==> config.mk <==
export PLATFORM = sky130hd
export DESIGN_NAME = mips_mc_datapath
export DESIGN_NICKNAME = d
export VERILOG_FILES = /design/src/rtl/mips_mc_datapath.sv
export SDC_FILE = /design/constraint.sdc
export NUM_CORES = 2
export LEC_CHECK = 0
export CORE_ASPECT_RATIO = 0.8
export CORE_MARGIN = 2
export CORE_UTILIZATION = 40
export DETAILED_ROUTE_END_ITERATION = 10
export GPL_ROUTABILITY_DRIVEN = 1
export REMOVE_ABC_BUFFERS = 1
export SLEW_MARGIN = 20
export SYNTH_ARGS = -nofsm -noshare
export SYNTH_HDL_FRONTEND = slang
export SYNTH_SLANG_ARGS = --single-unit
export TNS_END_PERCENT = 10
==> constraint.sdc <==
create_clock -name clk -period 14.8 [get_ports clk]
set_clock_uncertainty 0.05 [all_clocks]
set_input_delay 4.44 -clock clk [delete_from_list [all_inputs] [get_ports clk]]
set_output_delay 4.44 -clock clk [all_outputs]
set_load 0.01 [all_outputs]
==> src/rtl/mips_mc_datapath.sv <==
// Multicycle MIPS datapath: PC, register file, IR/MDR/A/B/ALUOut, ALU, ALU-control decode and muxes.
// All sequencing lives in the external controller; this block only reacts to the controls present at each edge.
module mips_mc_datapath #(
    parameter int               WIDTH    = 32,
    parameter logic [WIDTH-1:0] RESET_PC = '0
) (
    input  logic             clk,
    input  logic             rst_n,
    input  logic             PCWriteCond,
    input  logic             PCWrite,
    input  logic             IorD,
    input  logic             MemtoReg,
    input  logic             IRWrite,
    input  logic             RegWrite,
    input  logic             RegDst,
    input  logic             ALUSrcA,
    input  logic [1:0]       PCSource,
    input  logic [1:0]       ALUSrcB,
    input  logic [1:0]       ALUOp,
    input  logic [WIDTH-1:0] mem_rdata,
    output logic [WIDTH-1:0] mem_addr,
    output logic [WIDTH-1:0] mem_wdata,
    output logic [5:0]       opcode,
    output logic             zero,
    output logic [WIDTH-1:0] dbg_pc
);

    typedef enum logic [2:0] {
        ALU_ADD,
        ALU_SUB,
        ALU_AND,
        ALU_OR,
        ALU_SLT,
        ALU_NOP
    } alu_fn_e;

    logic [WIDTH-1:0] pc_q, pc_d;
    logic [WIDTH-1:0] ir_q, ir_d;
    logic [WIDTH-1:0] mdr_q, mdr_d;
    logic [WIDTH-1:0] a_q, a_d;
    logic [WIDTH-1:0] b_q, b_d;
    logic [WIDTH-1:0] aluout_q, aluout_d;
    logic [WIDTH-1:0] rf_q [32];
    logic [WIDTH-1:0] rf_d [32];

    logic [WIDTH-1:0] imm_sext;
    logic [WIDTH-1:0] alu_a;
    logic [WIDTH-1:0] alu_b;
    logic [WIDTH-1:0] alu_result;
    logic [WIDTH-1:0] pc_next;
    logic [WIDTH-1:0] rf_wdata;
    logic [4:0]       rf_waddr;
    alu_fn_e          alu_fn;
    logic             pc_en;

    assign imm_sext = {{(WIDTH-16){ir_q[15]}}, ir_q[15:0]};

    always_comb begin
        alu_a = ALUSrcA ? a_q : pc_q;
        alu_b = b_q;
        case (ALUSrcB)
            2'b00:   alu_b = b_q;
            2'b01:   alu_b = WIDTH'(4);
            2'b10:   alu_b = imm_sext;
            2'b11:   alu_b = {imm_sext[WIDTH-3:0], 2'b00};
            default: alu_b = b_q;
        endcase
    end

    // Unrecognised funct codes produce a zero result rather than an exception.
    always_comb begin
        alu_fn = ALU_ADD;
        case (ALUOp)
            2'b00: alu_fn = ALU_ADD;
            2'b01: alu_fn = ALU_SUB;
            2'b10: begin
                case (ir_q[5:0])
                    6'b100000: alu_fn = ALU_ADD;
                    6'b100010: alu_fn = ALU_SUB;
                    6'b100100: alu_fn = ALU_AND;
                    6'b100101: alu_fn = ALU_OR;
                    6'b101010: alu_fn = ALU_SLT;
                    default:   alu_fn = ALU_NOP;
                endcase
            end
            2'b11: alu_fn = ALU_ADD;
            default: alu_fn = ALU_ADD;
        endcase
    end

    always_comb begin
        alu_result = '0;
        case (alu_fn)
            ALU_ADD: alu_result = alu_a + alu_b;
            ALU_SUB: alu_result = alu_a - alu_b;
            ALU_AND: alu_result = alu_a & alu_b;
            ALU_OR:  alu_result = alu_a | alu_b;
            ALU_SLT: alu_result = {{(WIDTH-1){1'b0}}, ($signed(alu_a) < $signed(alu_b))};
            default: alu_result = '0;
        endcase
    end

    assign zero = (alu_result == '0);

    always_comb begin
        pc_next = pc_q;
        case (PCSource)
            2'b00:   pc_next = alu_result;
            2'b01:   pc_next = aluout_q;
            2'b10:   pc_next = {pc_q[WIDTH-1:WIDTH-4], ir_q[25:0], 2'b00};
            2'b11:   pc_next = pc_q;
            default: pc_next = pc_q;
        endcase
        // PCWrite alone is enough; the conditional path only adds the branch case.
        pc_en = PCWrite | (PCWriteCond & zero);
        pc_d  = pc_en ? pc_next : pc_q;
    end

    always_comb begin
        ir_d     = IRWrite ? mem_rdata : ir_q;
        mdr_d    = mem_rdata;
        a_d      = rf_q[ir_q[25:21]];
        b_d      = rf_q[ir_q[20:16]];
        aluout_d = alu_result;
    end

    always_comb begin
        rf_waddr = RegDst ? ir_q[15:11] : ir_q[20:16];
        rf_wdata = MemtoReg ? mdr_q : aluout_q;
        rf_d     = rf_q;
        if (RegWrite && (rf_waddr != 5'd0)) begin
            rf_d[rf_waddr] = rf_wdata;
        end
    end

    always_ff @(posedge clk or negedge rst_n) begin
        if (!rst_n) begin
            pc_q     <= RESET_PC;
            ir_q     <= '0;
            mdr_q    <= '0;
            a_q      <= '0;
            b_q      <= '0;
            aluout_q <= '0;
            for (int i = 0; i < 32; i++) begin
                rf_q[i] <= '0;
            end
        end else begin
            pc_q     <= pc_d;
            ir_q     <= ir_d;
            mdr_q    <= mdr_d;
            a_q      <= a_d;
            b_q      <= b_d;
            aluout_q <= aluout_d;
            rf_q     <= rf_d;
        end
    end

    assign mem_addr  = IorD ? aluout_q : pc_q;
    assign mem_wdata = b_q;
    assign opcode    = ir_q[31:26];
    assign dbg_pc    = pc_q;

endmodule

---- Word level (Yosys, flattened, before mapping) ----
Index checks and enable logic that the tools add are counted.
storage, ports and cells
  bits in registers ....................... 1216
  latch bits .............................. 0
  bits in writable memories ............... 0
  ROM bits ................................ 0
  input port bits ......................... 48
  output and inout bits ................... 103
  logic and storage cells ................. 102
  memories kept ........................... 0
cells by class
  $add $sub $neg .......................... 2
  $mul .................................... 0
  div/mod/pow operators ................... 0
  $lt $le $gt $ge ......................... 5
  equal/unequal tests ..................... 18
  shift-type cells ........................ 0
  muxes and demuxes ....................... 18
  bitwise operators ....................... 9
  reductions and logical operators ........ 11
operators with widths
  operator                                                                       number
  1024-bit bitwise mux                                                           1
  32-bit binary-select mux with 5-bit select                                     2
  32-bit two-way mux                                                             8
  32-bit demux with 5-bit select                                                 1
  32-bit one-hot mux with 5 select lines                                         1
  32-bit one-hot mux with 4 select lines                                         1
  32-bit one-hot mux with 3 select lines                                         1
  32-bit adder                                                                   1
  32-bit AND                                                                     1
  32-bit zero test                                                               1
  32-bit less-than comparator                                                    1
  32-bit OR                                                                      1
  32-bit subtractor                                                              1
  6-bit equality test (second input constant)                                    5
  6-bit >= comparator (second input constant)                                    3
  5-bit inverter with 6-bit output                                               3
  3-bit one-hot mux with 5 select lines                                          1
  2-bit equality test (second input constant)                                    6
  3-bit one-hot mux with 3 select lines                                          1
  2-bit by 1-bit equality test with 1-bit output (second input constant)         3
  3-bit by 2-bit equality test with 1-bit output (second input constant)         2
  2-bit zero test                                                                3
  6-bit by 1-bit less-than comparator with 1-bit output (second input constant)  1
  5-bit two-way mux                                                              1
  11 further kinds                                                               13

---- Depth between registers and ports, before layout ----
  depth in word-level cells ............... 9
  depth in mapped cells ................... 20
  depth with buffers taken out ............ 16

---- Worst setup path before layout ----
Ideal clock, no wire load.
  path kind ............................... in2out
  start ................................... in ALUSrcB[0]
  end ..................................... out zero
  data arrival time ....................... 8520 ps
  required time ........................... 10310 ps
  setup slack ............................. 1790 ps
  stages on the path ...................... 16
  cell sequence ........................... clkbuf_1 clkbuf_1 buf_1 nor2_1 ha_1 fa_1 o21bai_1 nor4b_1 o21ai_1 and3_4 a31oi_1 o221ai_1 a22o_1 or4_4 nor4_4 and2_1
between the ends
  cells in the longest elaborated chain, start to end .. 5
  elaborated cells on any way between the ends .. 12
ends and longest elaborated chain
  element                                      line  RTL
  start: declaration                           18    input logic [1:0] ALUSrcB,
  2-bit equality test (tied with other cells)  61    case (ALUSrcB)
  32-bit one-hot mux with 4 select lines *     61
  32-bit subtractor (tied with other cells)    95    ALU_SUB: alu_result = alu_a - alu_b;
  32-bit one-hot mux with 5 select lines *     93    case (alu_fn)
  net alu_result[26]                           49    logic [WIDTH-1:0] alu_result;
  32-bit zero test *                           103   assign zero = (alu_result == '0);
  end: declaration                             24    output logic zero,
The timed path passes the listed nets; every way through them passes the cells marked *.

---- Worst setup path in the final report ----
  start ................................... in ALUSrcA
  end ..................................... out zero
between the ends
  cells in the longest elaborated chain, start to end .. 4
  elaborated cells on any way between the ends .. 8
ends and longest elaborated chain
  element                                    line  RTL
  start: declaration                         16    input logic ALUSrcA,
  32-bit two-way mux *                       59    alu_a = ALUSrcA ? a_q : pc_q;
  32-bit subtractor (tied with other cells)  95
  32-bit one-hot mux with 5 select lines *   93
  32-bit zero test *                         103
Mark *: on every way between the ends. The rest lies on a longest branch, timed or not.

==> reports/metrics.yaml <==
run_status:
  status: "finished clean"
timing:
  hold_viol_final: 0
  whs_ns: 0.3458
  worst_pin_slew_ns: 1.216
  tns_ns: 0
  rsz0062_at_grt: "no"
  slew_violations: 0
  relSlewSlack_pct: 18.90
  max_freq_mhz: 68.47
  finalCritPeriodShare_pct: 98.68
  final-setup-viol-count: 0
  min_period_ns: 14.60
route:
  ant_nets: 0
  routed_wl_um: 233900
  dr.pass1.iters: 6
  drtIter0Drc: 6249
  num_vias: 48350
  route.detailed.drc: 0
  routedWlPerCell_um: 30.04
  vias_per_cell: 6.209
grt:
  grt_usage_pct: 27.85
  antenna_found_initial: 8
  grt_pass1_wl_um: 342100
  grt_pass1_vias: 47640
  overflow: 0
  grt_max_degree: 182
synthesis:
  yosysSeqAreaShare_pct: 46.49
  ys.warnings.count: 0
  ys_seq_elements: 1216
  synth_enable_flop_cells: 0
  synthCells: 5693
  synth_ff_type: "dfrtp_1"
  syn_area_mm2: 0.06545
  avgSynthCellArea_um2: 11.50
  netlist-cell-type-count: 103
  synthArstFlopShare_pct: 100.0
floorplan:
  fp.dieH_um: 365.8
  rows: 132
  die_area_mm2: 0.1669
  io_pins: 151
  coreArea_mm2: 0.1622
  initial_core_util_pct: 40.36
  die_x_um: 456.3
critical_path:
  start_kind: "input pin"
  cp.arrival_ns: 10.11
  path_buf_inv: 4
  end_kind: "output port"
  cp_slowest_cell: "nor4_4"
  critPathTopFamily: "simple AND/OR/NAND/NOR gates"
  critPathRequiredTime_ns: 10.31
  crit_top_cell: "buf_4"
  path_class: "input pin to output port"
  crit_fanout: 19
  cp_slowest_stage_delay_ns: 0.58
  crit_chain: "buf_2, buf_4, mux2_2, ha_1, a21o_1, a21oi_4, a2111oi_4, or2_2, a221o_1, a21oi_1, buf_4, nor3b_1, nand4_1, nor4_4, and2_1, clkdlybuf4s50_1"
clock_tree:
  clk_latency_ns: 0.78
  clkSlewWorstSetupHoldPaths_ns: 0.07
  clock-sinks: 1216
  cts_tree: "done"
  cts_buffer_depth: 3
  cts_root_buf: "clkbuf_16"
  post_cts_buffers: 0
  cts_buffers: 119
  cts_max_level: 3
flow_run:
  cap_violations: 0
worst_hold_path:
  min_path_type: "register to register"
final_layout:
  drive_above_1_share_pct: 23.40
  syn2layout_area_growth_pct: 12.09
  fillCellCount: 14780
  fin_area_mm2: 0.07337
  fin_nets: 5690
place:
  hpwl_um: 147500
  gp_congestion: 0.9708
  port-buffer-count: 150
  placed_cell_area_mm2: 0.06905
pwr:
  power.leakage_nw: 30.41
  p_per_area_mw_per_mm2: 206.7
  vdd_ir_drop_max_mv: 0.1229
  p_total_mw: 15.17
[final timing paths]
| kind | start | to | slack, ns | cells after the start |
|---|---|---|---|---|
| setup / recovery | ALUSrcA | zero | 0.20 | 16 |
| hold / removal | rf_q[997] | rf_q[997] | 0.35 | 0 |
| setup reg to reg | dbg_pc[0] | dbg_pc[7] | 8.58 | 16 |
| hold reg to reg | rf_q[997] | rf_q[997] | 0.35 | 0 |
| max in group asynchronous | rst_n | rf_q[930] | 8.69 | 3 |
| min in group asynchronous | rst_n | rf_q[1019] | 3.67 | 1 |
[cell type report]
| cell class | instances | area [um2] | area share (%) |
|---|---|---|---|
| Multi-Input combinational cell | 3792 | 32750 | 44.64 |
| Sequential cell | 1216 | 30460 | 41.52 |
| Clock buffer | 168 | 3463 | 4.720 |
| Timing Repair Buffer | 302 | 2808 | 3.827 |
| Tap cell | 2144 | 2683 | 3.656 |
| Clock inverter | 54 | 784.5 | 1.069 |
| Inverter | 110 | 412.9 | 0.5628 |
| Antenna cell | 1 | 2.502 | 0.003411 |
[power breakdown]
part	switching (mW)	internal, mW
Combinational	2.86	2.92
Clock	1.42	1.91
Sequential	1.34	4.71
[logic make-up (layout without fill, tap and decap cells)]
kind of cell    count (synthesis)  in the layout  synth area share (%)
xor+xnor                        5              5               0.06692
simple gates                 1366           1367                 8.638
buf+inv                       686            634                 4.165
other cells                     0              1                     0
compound gates               1446           1446                 12.59
mux                           873            873                 26.10
fa+ha+maj                     101            101                 1.954
flops                        1216           1216                 46.49
[metal layers]
layer	part of all wire, %	up-vias	global-route usage, %	wire (um)
met4	3.3	6	7.967	7709
met1	44	25180	41.43	102100
met2	43	2263	39.98	100600
met5	0.015	-	0	34
met3	10	370	7.366	23510
li1	-	20530	-	-
[cell usage in the layout (no fill, tap or decap), types with 25 or more instances in the layout]
master           netlist  layout
a21oi_1              751     750
mux2i_2                0      30
clkinv_2               0      25
clkdlybuf4s50_1        0     144
a21o_1                37      37
buf_4                 12     136
a22oi_1               25      25
clkbuf_16              0     120
nand2_1              416     407
dfrtp_1             1216    1206
inv_1                107     107
o21ai_0              390     389
clkbuf_8               0      28
mux2_4                26      26
a211oi_1              26      25
mux2_2               162     162
mux4_2               640     640
nor2_1               782     760
ha_1                  99      97
[per-stage QoR]
step | std cells | worst slack (ns) | util (%)
2_1_floorplan | 5117 | 1.640 | -
3_3_place_gp | 7559 | 0.02779 | 42.53
3_5_place_dp | 7562 | 0.02527 | 42.58
4_1_cts | 7784 | 0.01197 | 45.19
5_1_grt | 7786 | 0.02964 | 45.24
6_report | 7787 | 0.1957 | 45.24
[registers in the layout, indices dropped and copies added, names as in the netlist]
signal,flops
ir_q,32
mdr_q,32
dbg_pc,32
mem_wdata,32
rf_q,1024
a_q,32
aluout_q,32
[cells in the mapped netlist (19+ instances only)]
master | number | share of area [%]
a211oi_1 | 26 | 0.30
a21o_1 | 37 | 0.42
a21oi_1 | 751 | 5.7
a22oi_1 | 25 | 0.29
buf_1 | 63 | 0.36
clkbuf_1 | 478 | 2.7
dfrtp_1 | 1216 | 46
ha_1 | 99 | 1.9
inv_1 | 107 | 0.61
mux2_2 | 162 | 2.8
mux2_4 | 26 | 0.60
mux2i_1 | 43 | 0.66
mux4_2 | 640 | 22
nand2_1 | 416 | 2.4
nand3_1 | 19 | 0.15
nor2_1 | 782 | 4.5
nor3_1 | 22 | 0.17
o211ai_1 | 21 | 0.24
o21ai_0 | 390 | 3.0
[timing repair]
item                                    4_1_cts  5_1_grt
gates resized for setup                       0        5
endpoints found under the setup margin        0        1
hold buffers                                  0        0
Note: power is estimated with default switching activity, not from simulation.
